## src/rtl/entropy_word_collector.sv

```systemverilog
// entropy_word_collector: synchronize, sample, von Neumann debias, pack, stream out.
// Define ENTROPY_HEALTH_TEST_EN to add the sticky repetition-count health test.
module entropy_word_collector #(
    parameter int WIDTH       = 32,
    parameter int SYNC_STAGES = 2,
    parameter int SAMPLE_DIV  = 4,
    parameter int REP_LIMIT   = 64
) (
    input  logic             clk,
    input  logic             rst_n,
    input  logic             metastable,
    input  logic             enable,
    output logic [WIDTH-1:0] data_out,
    output logic             valid,
    input  logic             ready,
    output logic             health_fail
);
    localparam int DW = (SAMPLE_DIV > 1) ? $clog2(SAMPLE_DIV) : 1;
    localparam int CW = $clog2(WIDTH + 1);
    localparam logic [DW-1:0] DIV_MAX  = DW'(SAMPLE_DIV - 1);
    localparam logic [CW-1:0] FULL_CNT = CW'(WIDTH);

    if (WIDTH < 2) begin : g_bad_width
        $error("WIDTH must be >= 2");
    end
    if (SYNC_STAGES < 2) begin : g_bad_sync
        $error("SYNC_STAGES must be >= 2");
    end
    if (SAMPLE_DIV < 1) begin : g_bad_div
        $error("SAMPLE_DIV must be >= 1");
    end
    if (REP_LIMIT < 1) begin : g_bad_rep
        $error("REP_LIMIT must be >= 1");
    end

    typedef enum logic {FIRST, SECOND} state_e;

    logic [SYNC_STAGES-1:0] sync_q;
    logic [DW-1:0]          div_q, div_d;
    state_e                 state_q, state_d;
    logic                   first_q, first_d;
    logic [WIDTH-1:0]       shreg_q, shreg_d;
    logic [CW-1:0]          cnt_q, cnt_d;
    logic [WIDTH-1:0]       data_q, data_d;
    logic                   valid_q, valid_d;
    logic                   s, strobe, emit, full, load, hfail;

    assign s    = sync_q[SYNC_STAGES-1];
    assign full = (cnt_q == FULL_CNT);
    assign load = full && (!valid_q || ready) && !hfail;

    // Sample strobe: free-running divider, parked at 0 while disabled.
    always_comb begin
        div_d  = '0;
        strobe = 1'b0;
        if (enable) begin
            if (div_q == DIV_MAX) strobe = 1'b1;
            else div_d = div_q + DW'(1);
        end
    end

    // Debiaser: pair up strobed samples, emit the first bit of an unequal pair.
    always_comb begin
        state_d = state_q;
        first_d = first_q;
        emit    = 1'b0;
        if (!enable) begin
            state_d = FIRST;
        end else if (strobe) begin
            case (state_q)
                FIRST: begin
                    first_d = s;
                    state_d = SECOND;
                end
                SECOND: begin
                    emit    = (s != first_q) && !hfail;
                    state_d = FIRST;
                end
            endcase
        end
    end

    // Packing into the shift register and loading the output holding register.
    always_comb begin
        shreg_d = shreg_q;
        cnt_d   = cnt_q;
        data_d  = data_q;
        valid_d = valid_q;
        if (hfail) begin
            shreg_d = '0;
            cnt_d   = '0;
        end else if (load) begin
            if (emit) begin
                shreg_d = {{(WIDTH-1){1'b0}}, first_q};
                cnt_d   = CW'(1);
            end else begin
                cnt_d = '0;
            end
        end else if (emit && !full) begin
            shreg_d = {shreg_q[WIDTH-2:0], first_q};
            cnt_d   = cnt_q + CW'(1);
        end
        if (load) begin
            data_d  = shreg_q;
            valid_d = 1'b1;
        end else if (valid_q && ready) begin
            valid_d = 1'b0;
        end
    end

    // Front end state: synchronizer chain, divider and debiaser FSM.
    always_ff @(posedge clk or negedge rst_n) begin
        if (!rst_n) begin
            sync_q  <= '0;
            div_q   <= '0;
            state_q <= FIRST;
            first_q <= 1'b0;
        end else begin
            sync_q  <= {sync_q[SYNC_STAGES-2:0], metastable};
            div_q   <= div_d;
            state_q <= state_d;
            first_q <= first_d;
        end
    end

    // Back end state: shift register, bit count and output register.
    always_ff @(posedge clk or negedge rst_n) begin
        if (!rst_n) begin
            shreg_q <= '0;
            cnt_q   <= '0;
            data_q  <= '0;
            valid_q <= 1'b0;
        end else begin
            shreg_q <= shreg_d;
            cnt_q   <= cnt_d;
            data_q  <= data_d;
            valid_q <= valid_d;
        end
    end

`ifdef ENTROPY_HEALTH_TEST_EN
    localparam int RW = $clog2(REP_LIMIT + 1);
    localparam logic [RW-1:0] REP_MAX = RW'(REP_LIMIT);

    logic [RW-1:0] rep_q, rep_d;
    logic          last_q, last_d;
    logic          hf_q, hf_d;

    // Repetition count of identical strobed samples; failure is sticky.
    always_comb begin
        rep_d  = rep_q;
        last_d = last_q;
        hf_d   = hf_q;
        if (strobe) begin
            last_d = s;
            if (s != last_q) rep_d = RW'(1);
            else if (rep_q != REP_MAX) rep_d = rep_q + RW'(1);
            if (rep_d == REP_MAX) hf_d = 1'b1;
        end
    end

    // Health test state register.
    always_ff @(posedge clk or negedge rst_n) begin
        if (!rst_n) begin
            rep_q  <= '0;
            last_q <= 1'b0;
            hf_q   <= 1'b0;
        end else begin
            rep_q  <= rep_d;
            last_q <= last_d;
            hf_q   <= hf_d;
        end
    end

    assign hfail = hf_q;
`else
    assign hfail = 1'b0;
`endif

    assign data_out    = data_q;
    assign valid       = valid_q;
    assign health_fail = hfail;
endmodule

```

## config.mk

```make
export PLATFORM = sky130hd
export DESIGN_NAME = entropy_word_collector
export DESIGN_NICKNAME = d
export VERILOG_FILES = /design/src/rtl/entropy_word_collector.sv
export SDC_FILE = /design/constraint.sdc
export NUM_CORES = 1
export LEC_CHECK = 0
export CORE_ASPECT_RATIO = 2
export CORE_MARGIN = 4
export CORE_UTILIZATION = 58
export DETAILED_ROUTE_END_ITERATION = 10
export HOLD_SLACK_MARGIN = 0.05
export MAX_ROUTING_LAYER = met4
export PLACE_DENSITY = 0.79
export SLEW_MARGIN = 15
export SYNTH_ARGS = -nofsm -noshare
export SYNTH_HDL_FRONTEND = slang
export SYNTH_SLANG_ARGS = --single-unit
```

## constraint.sdc

```tcl
create_clock -name clk -period 2.4 [get_ports clk]
set_input_delay 0.48 -clock clk [delete_from_list [all_inputs] [get_ports clk]]
set_output_delay 0.48 -clock clk [all_outputs]
set_load 0.005 [all_outputs]
```

# --- Yosys cells after proc, flatten, opt, wreduce, memory -nomap -nowiden ---
# Cells that the tools add are included.
classes:
  addsub: 2
  n_eq_ne: 5
  muxes: 18
  bitwise: 1
  n_reduce_logical: 10
op_table:
  columns: ["op", "count"]
  rows:
  - ["32-bit 2-to-1 mux", 3]
  - ["6-bit 2-to-1 mux", 2]
  - ["1-bit 2-to-1 mux", 10]
  - ["6-bit by 1-bit adder with 6-bit output (second input constant)", 1]
  - ["6-bit == test (second input constant)", 1]
  - ["2-bit 2-to-1 mux", 2]
  - ["2-bit nonzero test", 2]
  - ["1-bit logical AND", 3]
  - ["3-bit AND reduction", 1]
  - ["2-bit by 1-bit adder with 2-bit output (second input constant)", 1]
  - ["2-bit == test (second input constant)", 1]
  - ["1-bit logical NOT", 2]
  - ["2-bit by 1-bit != test with 1-bit output (second input constant)", 1]
  - ["2-bit != test (second input constant)", 1]
  - ["1-bit one-hot mux with 2 select lines", 1]
  - ["2-bit AND reduction", 1]
  - ["1-bit logical OR", 1]
  - ["1-bit != test", 1]
  - ["1-bit NOT", 1]
totals:
  ff_bits: 77
  out_inout_bits: 34

# --- Longest topological paths before layout ---
logic_depth:
  depth_word: 8
  mapped_depth: 6
  mapped_depth_nobuf: 5

# --- Worst setup path after synthesis ---
# No wires, ideal clock.
synth_timing:
  kind: "register to register"
  start: "reg cnt_q[0]"
  end: "reg shreg_q[22]"
  setup_time_ps: 65
  t_arrival_ps: 1525
  t_required_ps: 2335
  setup_slack_ps: 810
  path_stages_with_launch: 7
  n_path_buf: 1
  synth_period_minus_slack_ps: 1590
  path_cell_list: "dfrtp_1 -> inv_1 -> ha_1 -> and2_4 -> nor3_2 -> buf_6 -> a22o_1"
synth_via:
  elab_chain_cells: 5
synth_rtl:
  columns: ["item", "line", "rtl"]
  rows:
  - ["from (decl)", "43", "logic [CW-1:0] cnt_q, cnt_d;"]
  - ["from (signal assigned)", "135", "cnt_q <= cnt_d;"]
  - ["6-bit == test *", "49", "assign full = (cnt_q == FULL_CNT);"]
  - ["1-bit logical NOT", "99", "end else if (emit && !full) begin"]
  - ["1-bit logical AND", "99", null]
  - ["2-bit nonzero test (no source line)", null, null]
  - ["2-bit AND reduction (no source line)", null, null]
  - ["to (signal assigned)", "134", "shreg_q <= shreg_d;"]
  - ["to (decl)", "42", "logic [WIDTH-1:0] shreg_q, shreg_d;"]
# Every way passes the cells marked *; elsewhere a longest branch is shown, timed or not.
# A chain may end at the register's enable or synchronous reset.

# --- Worst setup path after layout ---
layout_timing:
  start: "reg cnt_q[4]"
  end: "reg shreg_q[0]"
# Same word-level chain as after synthesis.

==> flow_summary.toml <==
[worst_setup_path]
crit_fanout = 11
arrival_ns = 2.11
path_cells = "nor4b_4 -> nand4b_1 -> nand2_1 -> buf_4 -> mux2_2"
worstPathRequired_ns = 2.63
critPathLaunch = "cnt_q[4]$_DFFE_PN0P_"
crit_path_start_kind = "register"
slowest_delay_ns = 0.44
rrSetupSlack_ns = 0.52
end_kind = "register"
reg2reg_from = "cnt_q[4]$_DFFE_PN0P_"
crit_path_top_delay_cell = "dfrtp_1"
crit_type = "register to register"

[detailed_routing]
drt_iter0_markers = 37
dr.pass1.iters = 4
vias_per_cell = 5.900
drc = 0
wl_per_cell_um = 18.27
wirelength_mm = 5.462
vias = 1764
ant_nets = 0

[place]
dpl.hpwl_mm = 3.824
dp_cells = 283
placed_area_mm2 = 0.003397
portBuffers = 37
gp_congestion = 0.7403

[synth]
synth.distinct_cells = 29
synth_xor_area_frac = 0.01474
synthAdderAreaFrac = 0.01263
ys_seq_area_frac = 0.6484
synth_top_area_frac = 0.6484
postSynth.asyncResetShare = 1.000
ys_warn_count = 0
synth_nets = 200
ys.flop_type = "dfrtp_1"
synth_top_family_by_area = "multiplexers"
synthCells = 192
synth-edff-count = 0
syn-cell-area_mm2 = 0.002972
synth-seq-cells = 77
synth_compound_area_frac = 0.1069
postSynthAreaPerCell_um2 = 15.48
yosysTopAreaCell = "dfrtp_1"
yosys.area_share.simple = 0.05179
synthMuxAreaShare = 0.1288
yosys-top-cells-area = "dfrtp_1 65%, mux2_2 13%, a22o_1 9.4%, buf_6 2.3%, ha_1 1.3%"

[floorplanning]
die_height_um = 109.2
start_util = 0.6052
die_w_um = 58.62
pin_count = 39
core_area_mm2 = 0.004910
fp-row-count = 36
die_area_mm2 = 0.006402

[sta]
min_period_over_period = 0.7831
slew_viol_final = 0
max_freq_ghz = 0.5321
rsz0062_at_grt = "no"
period_minus_slack_ns = 1.879
setup_viol = 0
final.setup.tns_ns = 0
hold_viol_final = 0
fin_skew_ns = 0.01163

[global_route]
grt_pass1_vias = 1857
grt_max_degree = 43
antenna_found_initial = 0
overflow = 0
grtUsageTotal = 0.1961
grt_pass1_wl_mm = 9.025

[outcome]
status = "completed"

[cells_and_area]
diodes = 0
fin_nets = 245
layout-drive-gt1-share = 0.2521
n_fill_cell = 344
synthToLayoutAreaGrowth_pct = 20.34
utilization = 0.7283
final_cell_count_no_fill = 299
postLayoutCellArea_mm2 = 0.003576

[min_path]
hp-class = "input pin to asynchronous set/reset pin"

[clocking]
tritoncts = "built"
cts_resized = 0
cts_setup_buffers = 0
htree_levels = 3
cts_root_buf = "clkbuf_8"
clock_path_buffers = 2
numCtsBuffers = 9
cts.sinks = 77
clk_pin_slew_ns = 0.07
insertion_delay_ns = 0.34
hold_buffers = 0

[power]
leakagePower_nw = 1.728
power.density_mw_per_mm2 = 640.7
power.total_mw = 2.291
peakVddDrop_mv = 0.6058

[flow_run]
maxCapViolCount = 0
sequential cells by signal, summed over array words and instances, names as in the netlist:
signal    flops
sync_q        2
state_q       1
first_q       1
data_out     32
shreg_q      32
valid         1
cnt_q         6
div_q         2
power breakdown:
group	internal [mW]	switching (mW)
clock network	0.431	0.433
logic	0.0417	0.0556
registers	1.31	0.0150
critical path, delay by kind of cell, from the launching register on:
| family | cells | cell delay (ns) |
|---|---|---|
| simple gates | 3 | 0.81 |
| flops | 1 | 0.44 |
| mux | 1 | 0.34 |
| buf+inv | 1 | 0.18 |
path summary, 6_finish.rpt:
check | depth (start not counted) | endpoint
max | 5 | shreg_q[0]$_DFFE_PN0P_
min | 1 | shreg_q[12]$_DFFE_PN0P_
max reg2reg | 5 | shreg_q[0]$_DFFE_PN0P_
min reg2reg | 0 | sync_q[1]$_DFF_PN0_
max in group asynchronous | 2 | cnt_q[1]$_DFFE_PN0P_
min in group clk | 0 | sync_q[1]$_DFF_PN0_
cells in the mapped netlist, types with 2 or more instances:
cell type,n
xnor2_1,3
inv_1,2
and2_1,2
ha_1,3
xor2_1,2
nand4_1,3
mux2_2,34
dfrtp_1,77
nor2_1,3
nand3_1,2
buf_4,4
buf_6,6
nand2_1,4
a22o_1,32
logic make-up (layout without fill, tap and decap cells):
family	Yosys count	after routing
mux	34	34
flops	77	77
fa+ha+maj	3	3
xor+xnor	5	5
compound gates	37	37
buf+inv	12	62
simple gates	23	23
other cells	1	1
final cells by class:
cell class,instances,area [um^2],share of cell area
flip-flops and latches,77,1927,0.5388
multi-input cells,103,945.9,0.2645
repair buffers,44,445.4,0.1246
clock buffers,13,158.9,0.04444
well taps,57,71.32,0.01994
clock inverters,3,20.02,0.005598
inverters,2,7.507,0.002099
stage by stage:
step / setup WS (ns) / hold slack [ns]
finish: 0.5206 / 0.08779
floorplan: 0.8097 / 0.1844
global route: 0.4134 / 0.1031
CTS: 0.5049 / 0.09305
global placement: 0.4379 / 0.3372
detailed placement: 0.3924 / 0.3451
cells in the final DEF, fill, tap and decap left out, drive strengths merged:
cell type,count
nor3b,1
a211oi,1
a21oi,1
o211ai,1
inv,2
xnor2,3
nand3,3
conb,1
nand2,4
mux2,34
and2,3
o21a,1
nand2b,1
clkinvlp,2
nand4b,1
o21ai,1
clkdlybuf4s50,36
nor4,1
clkinv,1
a22o,32
nand4,3
nor3,2
nor2,3
ha,3
nor4b,1
xor2,2
buf,8
dfrtp,77
clkbuf,13
layer usage:
metal,up-vias,track usage,part of all wire
met5,-,-,0
met4,0,0.07455,0.013
met3,9,0.05095,0.036
met2,38,0.3288,0.57
met1,927,0.2218,0.38
li1,790,-,-
No activity file was read; power rests on OpenSTA's default activity.
